`config.mk`:
```
export PLATFORM = sky130hd
export DESIGN_NAME = fft_radix2_iter_engine
export DESIGN_NICKNAME = d
export VERILOG_FILES = /design/src/rtl/fft_pkg.sv /design/src/rtl/fft_butterfly_cplx.sv /design/src/rtl/fft_radix2_iter_engine.sv
export SDC_FILE = /design/constraint.sdc
export NUM_CORES = 2
export LEC_CHECK = 0
export CORE_ASPECT_RATIO = 2
export CORE_MARGIN = 2
export CORE_UTILIZATION = 55
export CTS_CLUSTER_DIAMETER = 50
export DETAILED_ROUTE_END_ITERATION = 10
export PLACE_DENSITY = 0.73
export SETUP_SLACK_MARGIN = 0.02
export SKIP_CTS_REPAIR_TIMING = 1
export SLEW_MARGIN = 10
export SYNTH_ARGS = -nofsm -noshare
export SYNTH_HDL_FRONTEND = slang
export SYNTH_HIERARCHICAL = 1
export SYNTH_SLANG_ARGS = --single-unit
```
`constraint.sdc`:
```
create_clock -name clk -period 15.6 [get_ports clk]
set_clock_uncertainty 0.05 [all_clocks]
set_input_delay 4.68 -clock clk [delete_from_list [all_inputs] [get_ports clk]]
set_output_delay 4.68 -clock clk [all_outputs]
set_load 0.005 [all_outputs]
```
`src/rtl/fft_pkg.sv`:
```
// Shared FFT types: FSM state encoding, complex sample type and bit-reversal helper.
package fft_pkg;

  localparam int unsigned FFT_WIDTH = 12;

  typedef enum logic [1:0] {IDLE, LOAD, COMPUTE, UNLOAD} state_t;

  typedef struct packed {
    logic signed [FFT_WIDTH-1:0] re;
    logic signed [FFT_WIDTH-1:0] im;
  } cplx_t;

  function automatic logic [31:0] bitrev(input logic [31:0] idx, input int unsigned nbits);
    logic [31:0] r;
    r = '0;
    for (int unsigned i = 0; i < nbits; i++) begin
      r = {r[30:0], idx[i]};
    end
    return r;
  endfunction

endpackage

```
`src/rtl/fft_butterfly_cplx.sv`:
```
// Combinational radix-2 DIT butterfly with per-stage halving: (A+W*B)/2, (A-W*B)/2.
module fft_butterfly_cplx #(
  parameter int WIDTH = 12,
  parameter int FRAC  = 10
) (
  input  logic signed [WIDTH-1:0] a_re,
  input  logic signed [WIDTH-1:0] a_im,
  input  logic signed [WIDTH-1:0] b_re,
  input  logic signed [WIDTH-1:0] b_im,
  input  logic signed [WIDTH-1:0] w_re,
  input  logic signed [WIDTH-1:0] w_im,
  output logic signed [WIDTH-1:0] sum_re,
  output logic signed [WIDTH-1:0] sum_im,
  output logic signed [WIDTH-1:0] diff_re,
  output logic signed [WIDTH-1:0] diff_im
);

  localparam int PW = 2 * WIDTH + 1;
  localparam int SW = WIDTH + 1;

  logic signed [PW-1:0] prod_re, prod_im, sh_re, sh_im;
  logic signed [SW-1:0] p_re, p_im, s_re, s_im, d_re, d_im;
  logic                 unused_bits;

  always_comb begin
    prod_re = PW'(b_re) * PW'(w_re) - PW'(b_im) * PW'(w_im);
    prod_im = PW'(b_re) * PW'(w_im) + PW'(b_im) * PW'(w_re);
    sh_re   = prod_re >>> FRAC;
    sh_im   = prod_im >>> FRAC;
    p_re    = sh_re[SW-1:0];
    p_im    = sh_im[SW-1:0];
    // Sums wrap at WIDTH+1 bits; the halving brings them back to WIDTH.
    s_re    = SW'(a_re) + p_re;
    s_im    = SW'(a_im) + p_im;
    d_re    = SW'(a_re) - p_re;
    d_im    = SW'(a_im) - p_im;
    sum_re  = s_re[SW-1:1];
    sum_im  = s_im[SW-1:1];
    diff_re = d_re[SW-1:1];
    diff_im = d_im[SW-1:1];
  end

  assign unused_bits = ^{sh_re[PW-1:SW], sh_im[PW-1:SW], s_re[0], s_im[0], d_re[0], d_im[0]};

endmodule

```
`src/rtl/fft_radix2_iter_engine.sv`:
```
// Iterative in-place radix-2 DIT FFT: bit-reversed load, one butterfly per cycle, natural-order unload.
module fft_radix2_iter_engine
  import fft_pkg::*;
#(
  parameter int SAMPLES = 8,
  parameter int WIDTH   = 12,
  parameter int FRAC    = 10
) (
  input  logic                         clk,
  input  logic                         reset,
  input  logic [WIDTH*SAMPLES/2-1:0]   twiddle_re,
  input  logic [WIDTH*SAMPLES/2-1:0]   twiddle_im,
  input  logic                         in_valid,
  output logic                         in_ready,
  input  logic [WIDTH-1:0]             in_re,
  input  logic [WIDTH-1:0]             in_im,
  output logic                         out_valid,
  input  logic                         out_ready,
  output logic [WIDTH-1:0]             out_re,
  output logic [WIDTH-1:0]             out_im,
  output logic                         out_last,
  output logic                         busy
);

  localparam int L  = $clog2(SAMPLES);
  localparam int SW = $clog2(L);
  localparam int KW = L - 1;

  typedef struct packed {
    logic signed [WIDTH-1:0] re;
    logic signed [WIDTH-1:0] im;
  } sample_t;

  sample_t mem [SAMPLES];

  state_t                  state, state_nxt;
  logic [L-1:0]            load_cnt, unload_cnt;
  logic [SW-1:0]           stage;
  logic [KW-1:0]           k;
  logic                    accept, out_fire, last_bfly;
  logic [L-1:0]            ld_addr, kx, span_mask, top_idx, bot_idx;
  logic [KW-1:0]           tw_idx;
  logic [31:0]             tw_sh;
  logic signed [WIDTH-1:0] w_re, w_im;
  sample_t                 a_new, b_new;

  assign accept    = in_valid && in_ready;
  assign out_fire  = out_valid && out_ready;
  assign last_bfly = (state == COMPUTE) && (stage == SW'(L - 1)) && (k == '1);

  always_ff @(posedge clk) begin
    if (reset) state <= IDLE;
    else       state <= state_nxt;
  end

  always_comb begin
    state_nxt = state;
    case (state)
      IDLE:    state_nxt = LOAD;
      LOAD:    if (accept && load_cnt == L'(SAMPLES - 1)) state_nxt = COMPUTE;
      COMPUTE: if (last_bfly) state_nxt = UNLOAD;
      UNLOAD:  if (out_fire && out_last) state_nxt = LOAD;
      default: state_nxt = IDLE;
    endcase
  end

  always_comb begin
    in_ready  = (state == LOAD);
    busy      = (state == COMPUTE) || (state == UNLOAD);
    out_valid = (state == UNLOAD);
    out_last  = (state == UNLOAD) && (unload_cnt == L'(SAMPLES - 1));
    out_re    = '0;
    out_im    = '0;
    if (state == UNLOAD) begin
      out_re = mem[unload_cnt].re;
      out_im = mem[unload_cnt].im;
    end
  end

  always_ff @(posedge clk) begin
    if (reset) begin
      load_cnt   <= '0;
      unload_cnt <= '0;
      stage      <= '0;
      k          <= '0;
    end else begin
      if (accept) load_cnt <= load_cnt + L'(1);
      if (out_fire) unload_cnt <= unload_cnt + L'(1);
      if (state == COMPUTE) begin
        k <= k + KW'(1);
        if (k == '1) stage <= last_bfly ? '0 : stage + SW'(1);
      end
    end
  end

  // top clears bit 'stage' of k's position and re-inserts it as 0; bot sets that bit.
  always_comb begin
    ld_addr   = L'(bitrev(32'(load_cnt), L));
    kx        = {1'b0, k};
    span_mask = (L'(1) << stage) - L'(1);
    top_idx   = (((kx >> stage) << 1) << stage) | (kx & span_mask);
    bot_idx   = top_idx | (L'(1) << stage);
    tw_sh     = 32'(L - 1) - 32'(stage);
    tw_idx    = (k & span_mask[KW-1:0]) << tw_sh;
    w_re      = twiddle_re[32'(tw_idx) * WIDTH +: WIDTH];
    w_im      = twiddle_im[32'(tw_idx) * WIDTH +: WIDTH];
  end

  fft_butterfly_cplx #(
    .WIDTH (WIDTH),
    .FRAC  (FRAC)
  ) u_bfly (
    .a_re    (mem[top_idx].re),
    .a_im    (mem[top_idx].im),
    .b_re    (mem[bot_idx].re),
    .b_im    (mem[bot_idx].im),
    .w_re    (w_re),
    .w_im    (w_im),
    .sum_re  (a_new.re),
    .sum_im  (a_new.im),
    .diff_re (b_new.re),
    .diff_im (b_new.im)
  );

  always_ff @(posedge clk) begin
    if (!reset) begin
      if (accept) begin
        mem[ld_addr] <= {in_re, in_im};
      end else if (state == COMPUTE) begin
        mem[top_idx] <= a_new;
        mem[bot_idx] <= b_new;
      end
    end
  end

endmodule

```
* After elaboration in Yosys (flattened, before gate mapping) *
Memories as Yosys holds them, arrays and structs flattened. A register that Yosys moved wholly into a read port is not among the register bits.
Index checks and enable logic that the tools add are counted.
W data, S select, Z words.

word-level totals
  bits in registers = 12
  memory bits (writable) = 192
  input bits = 124
  output and inout bits = 28
  memories kept = 1

memories
  name  depth  width  read ports  clocked after Yosys merged registers in  write ports  line                          source
  mem   8      24     3           1                                        2            fft_radix2_iter_engine.sv:34  sample_t mem [SAMPLES];

operators by class
  $add $sub $neg = 12
  multipliers = 5
  equal/unequal tests = 10
  shift operators = 6
  multiplexer cells = 19
  bitwise logic cells = 4
  reductions and logical operators = 12

operators by type and width
  cell                   count
  $shiftx A48 B7 Y12     2
  $mul A12 B12 Y23       4
  $shl A2 B32 Y2         1
  $add A12 B13 Y13       2
  $sub A12 B13 Y13       2
  $mux W12               2
  $mux W24               1
  $reduce_or A24 Y1      1
  $add A23 B23 Y23       1
  $sub A23 B23 Y23       1
  $mux W3                3
  $eq A2 B2 Y1 const B   4
  $mux W1                8
  $mux W2                4
  $pmux W2 S4            1
  $logic_and A1 B1 Y1    7
  $add A3 B1 Y3 const B  2
  $eq A3 B3 Y1 const B   2
  $or A3 B3 Y3           2
  $add A2 B1 Y2 const B  2
  $mul A2 B2 Y4 const B  1
  $ne A2 B1 Y1 const B   2
  $and A2 B3 Y3          1
  $reduce_and A3 Y1      1
  other kinds (11)       11

* Depth between registers and ports, before layout *
  depth in word-level cells = 10
  gate-level depth with buffers = 46
  depth with buffers taken out = 40

* Hierarchy *
The synthesis kept the hierarchy.

by module, submodules not included
  module                  times used  cells each  area each (µm²)
  fft_butterfly_cplx      1           2623        23729.0
  fft_radix2_iter_engine  1           1334        15308.4

* Worst setup path before layout *
No wires, ideal clock.

  path kind = input -> register
  from = input port twiddle_im[37]
  to = memory mem[4][10] (netlist bit) (data pin)
  setup time = 262 ps
  arrival = 12875 ps
  required time = 15288 ps
  path slack = 2412 ps
  stages on the path = 32
  buffers on the path = 2
  path through = mux4_2 -> clkbuf_1 -> and2_1 -> fa_1 -> inv_1 -> fa_1 -> fa_1 -> inv_1 -> fa_1 -> fa_1 -> fa_1 -> inv_1 -> fa_1 -> inv_1 -> ha_1 -> nand3_1 -> a21oi_1 -> a21oi_1 -> a21oi_1 -> and2_1 -> nor2_1 -> o21bai_1 -> xor2_1 -> ha_1 -> clkbuf_1 -> or4_1 -> o221ai_1 -> o221ai_1 -> o31ai_1 -> mux2i_1 -> nand2_1 -> mux2_1

RTL lines
  element             line                          source
  start: declaration  fft_radix2_iter_engine.sv:12  input logic [WIDTH*SAMPLES/2-1:0] twiddle_im,
  end: declaration    fft_radix2_iter_engine.sv:34

==> reports/metrics.csv <==
metric,value,unit
maxCapViolations,0,
grt_util_all_layers,33.99,%
syn_nets,4924,
worst_skew_pair.late_latency,0.56,ns
tritoncts,yes,
htreeDepth,1,
antennaDiodeCount,0,
hp-class,register to register,
worstPathArrival,14.40,ns
detailed_place_hpwl,85680,um
ys_top_cells_by_area,"fa_1 31%, edfxtp_1 15%, ha_1 7.5%, inv_1 7.0%, mux4_2 5.4%",
fmax,0.07069,GHz
die_area,73250,um^2
worst_slew_margin_rel,8.723,%
min_period,14.15,ns
antenna_violations_before_repair,1,
worst_path_most_repeated_cell,fa_1,
final_hold_viol_count,0,
num-nets-final,4931,
io_pins,152,
crit_path_end_kind,register,
synthesized_area,39040,um^2
cp_data_required_time,15.86,ns
synthArstFlopShare,0,%
syn2layout_area_growth,8.869,%
vias,30430,
routed-wl-met3,10440,um
slowest_delay,0.79,ns
numCtsBuffers,30,
detailedRoute.firstPassIterationCount,8,
wire_length_of_the_first_global_routing_pass,187200,um
grt_pass1_vias,32360,
tightestPinTransition,1.369,ns
grt_setup_unrepaired,false,
yosysWarnings,6,
yosysUniqueCellTypes,86,
cp_top_family,adder cells,
finalWirelength,121500,um
viasPerCell,6.214,
wl_per_cell,24.81,um
cts.sinks,207,
die-height,380.8,um
port-buffer-count,151,
avgSynthCellArea,9.865,um^2
min_period_over_period,90.68,%
detail_route.iter0.violations,2812,
start_kind,primary input,
synth-edff-count,192,
grt_max_degree,60,
initial_core_util,55.41,%
synth_top_cell_area_share,31.18,%
post_route_cells_drive_above_1_share,8.450,%
final-setup-viol-count,0,
routedLengthMet1,42050,um
crit_path_max_fanout,24,
clkTransAtPathRegs,0.06,ns
critPathSlowestCell,mux4_2,
cts_root_buffer,clkbuf_16,
detail_route.drc_violations,0,
max-clock-path-buffers,3,
post_synth_inst_count,3957,
timing.critical_path.buf_inv,5,
drtAntennaViolNets,0,
gp_congestion,0.9223,
run_status,finished clean,
maxUsedRoutingLayer,met4,
grt-ovfl-total,0,
postSynth.topFlopCell,edfxtp_1,
post_synth_most_frequent_cells,"727 x inv_1, 608 x fa_1, 350 x nand2_1, 282 x and2_1, 235 x ha_1",
critical_path_class,primary input to register,
die-width,192.4,um
final.setup.tns,0,ns
most_used_standard_cell_by_instance_count_after_synthesis,inv_1,
routed-wl-met2,58610,um
register_area_share_after_synthesis,15.54,%
final.fill_count,5822,
library_cell_with_the_largest_summed_area_after_synthesis,fa_1,
count_of_state_elements_after_synthesis,207,
core_region_area,70450,um^2
rows,138,
timing.final.max_slew_violations,0,
==> area by class of cell <==
| class | instances | area [um^2] | share of cell area, % |
|---|---|---|---|
| inverters | 728 | 2733 | 6.430 |
| multi-input cells | 2775 | 29500 | 69.41 |
| well taps | 910 | 1139 | 2.679 |
| repair buffers | 222 | 2044 | 4.811 |
| clock buffers | 33 | 783.3 | 1.843 |
| flip-flops and latches | 207 | 6076 | 14.30 |
| clock inverters | 23 | 224.0 | 0.5270 |
==> layout by cell type (no fill, tap or decap), types with 21 or more instances in the layout <==
cell type,n
inv_1,727
fa_1,608
nand2_1,350
and2_1,282
ha_1,234
mux2i_1,200
edfxtp_1,192
a21oi_1,170
clkdlybuf4s50_1,151
nor2_1,132
xnor2_1,96
mux4_2,94
buf_4,71
nor3_1,66
nor2b_1,55
o22ai_1,51
a221oi_1,50
mux2_2,48
nand2b_1,35
clkbuf_16,31
mux2_1,24
o32a_1,24
o22a_1,24
o221ai_2,21
==> worst reg2reg max path: cells and delay by family (launching register included) <==
kind            cells  cell delay (ns)
compound gates     10             3.13
xor+xnor            1             0.36
fa+ha+maj          10             4.93
buf+inv             9             2.38
flops               1             0.31
mux                 2             0.60
simple gates        6             1.38
==> through the flow <==
stage                     cell area (um^2)  std cells  hold WS (ns)  utilization (%)  setup slack, ns
after floorplan                      39040       3957        0.4034                -            2.412
after CTS                            42500       4898        0.4430            60.33            1.500
after global placement               41490       4842        0.4171            58.90            1.189
after global routing                 42500       4898        0.4781            60.33           0.9615
after detailed placement             41490       4842        0.4340            58.90           0.9692
final                                42500       4898        0.4410            60.33            1.454
==> per-layer routing <==
layer  up-vias  GRT usage [%]
met3       508          5.122
li1      12920              -
met2      1703          55.92
met4         0          22.00
met5         -              0
met1     15310          41.32
==> final timing paths <==
path                                    from                    to  slack (ns)  cells past startpoint
setup reg to reg       stage[1]$_SDFFE_PP0P_  mem[4][10]$_DFFE_PP_        2.23                     38
hold reg to reg   unload_cnt[1]$_SDFFE_PP0P_              register        0.44                      2
setup / recovery               twiddle_im[1]  mem[4][10]$_DFFE_PP_        1.45                     31
hold / removal    unload_cnt[1]$_SDFFE_PP0P_              register        0.44                      2
==> sequential cells by signal, indices dropped and copies added (netlist names), named ones only <==
name / count
k: 2
load_cnt: 3
mem: 192
stage: 2
state: 2
unload_cnt: 3
==> cells by family after synthesis <==
| kind of cell | share of synthesized area (%) |
|---|---|
| fa+ha+maj | 38.71 |
| flops | 15.54 |
| buf+inv | 9.622 |
| compound gates | 8.032 |
| xor+xnor | 2.603 |
| mux | 12.63 |
| simple gates | 12.87 |
Power is left out: the tool's default activity adds up to more than one toggle a clock period on the data nets, which glitch-free logic cannot reach.
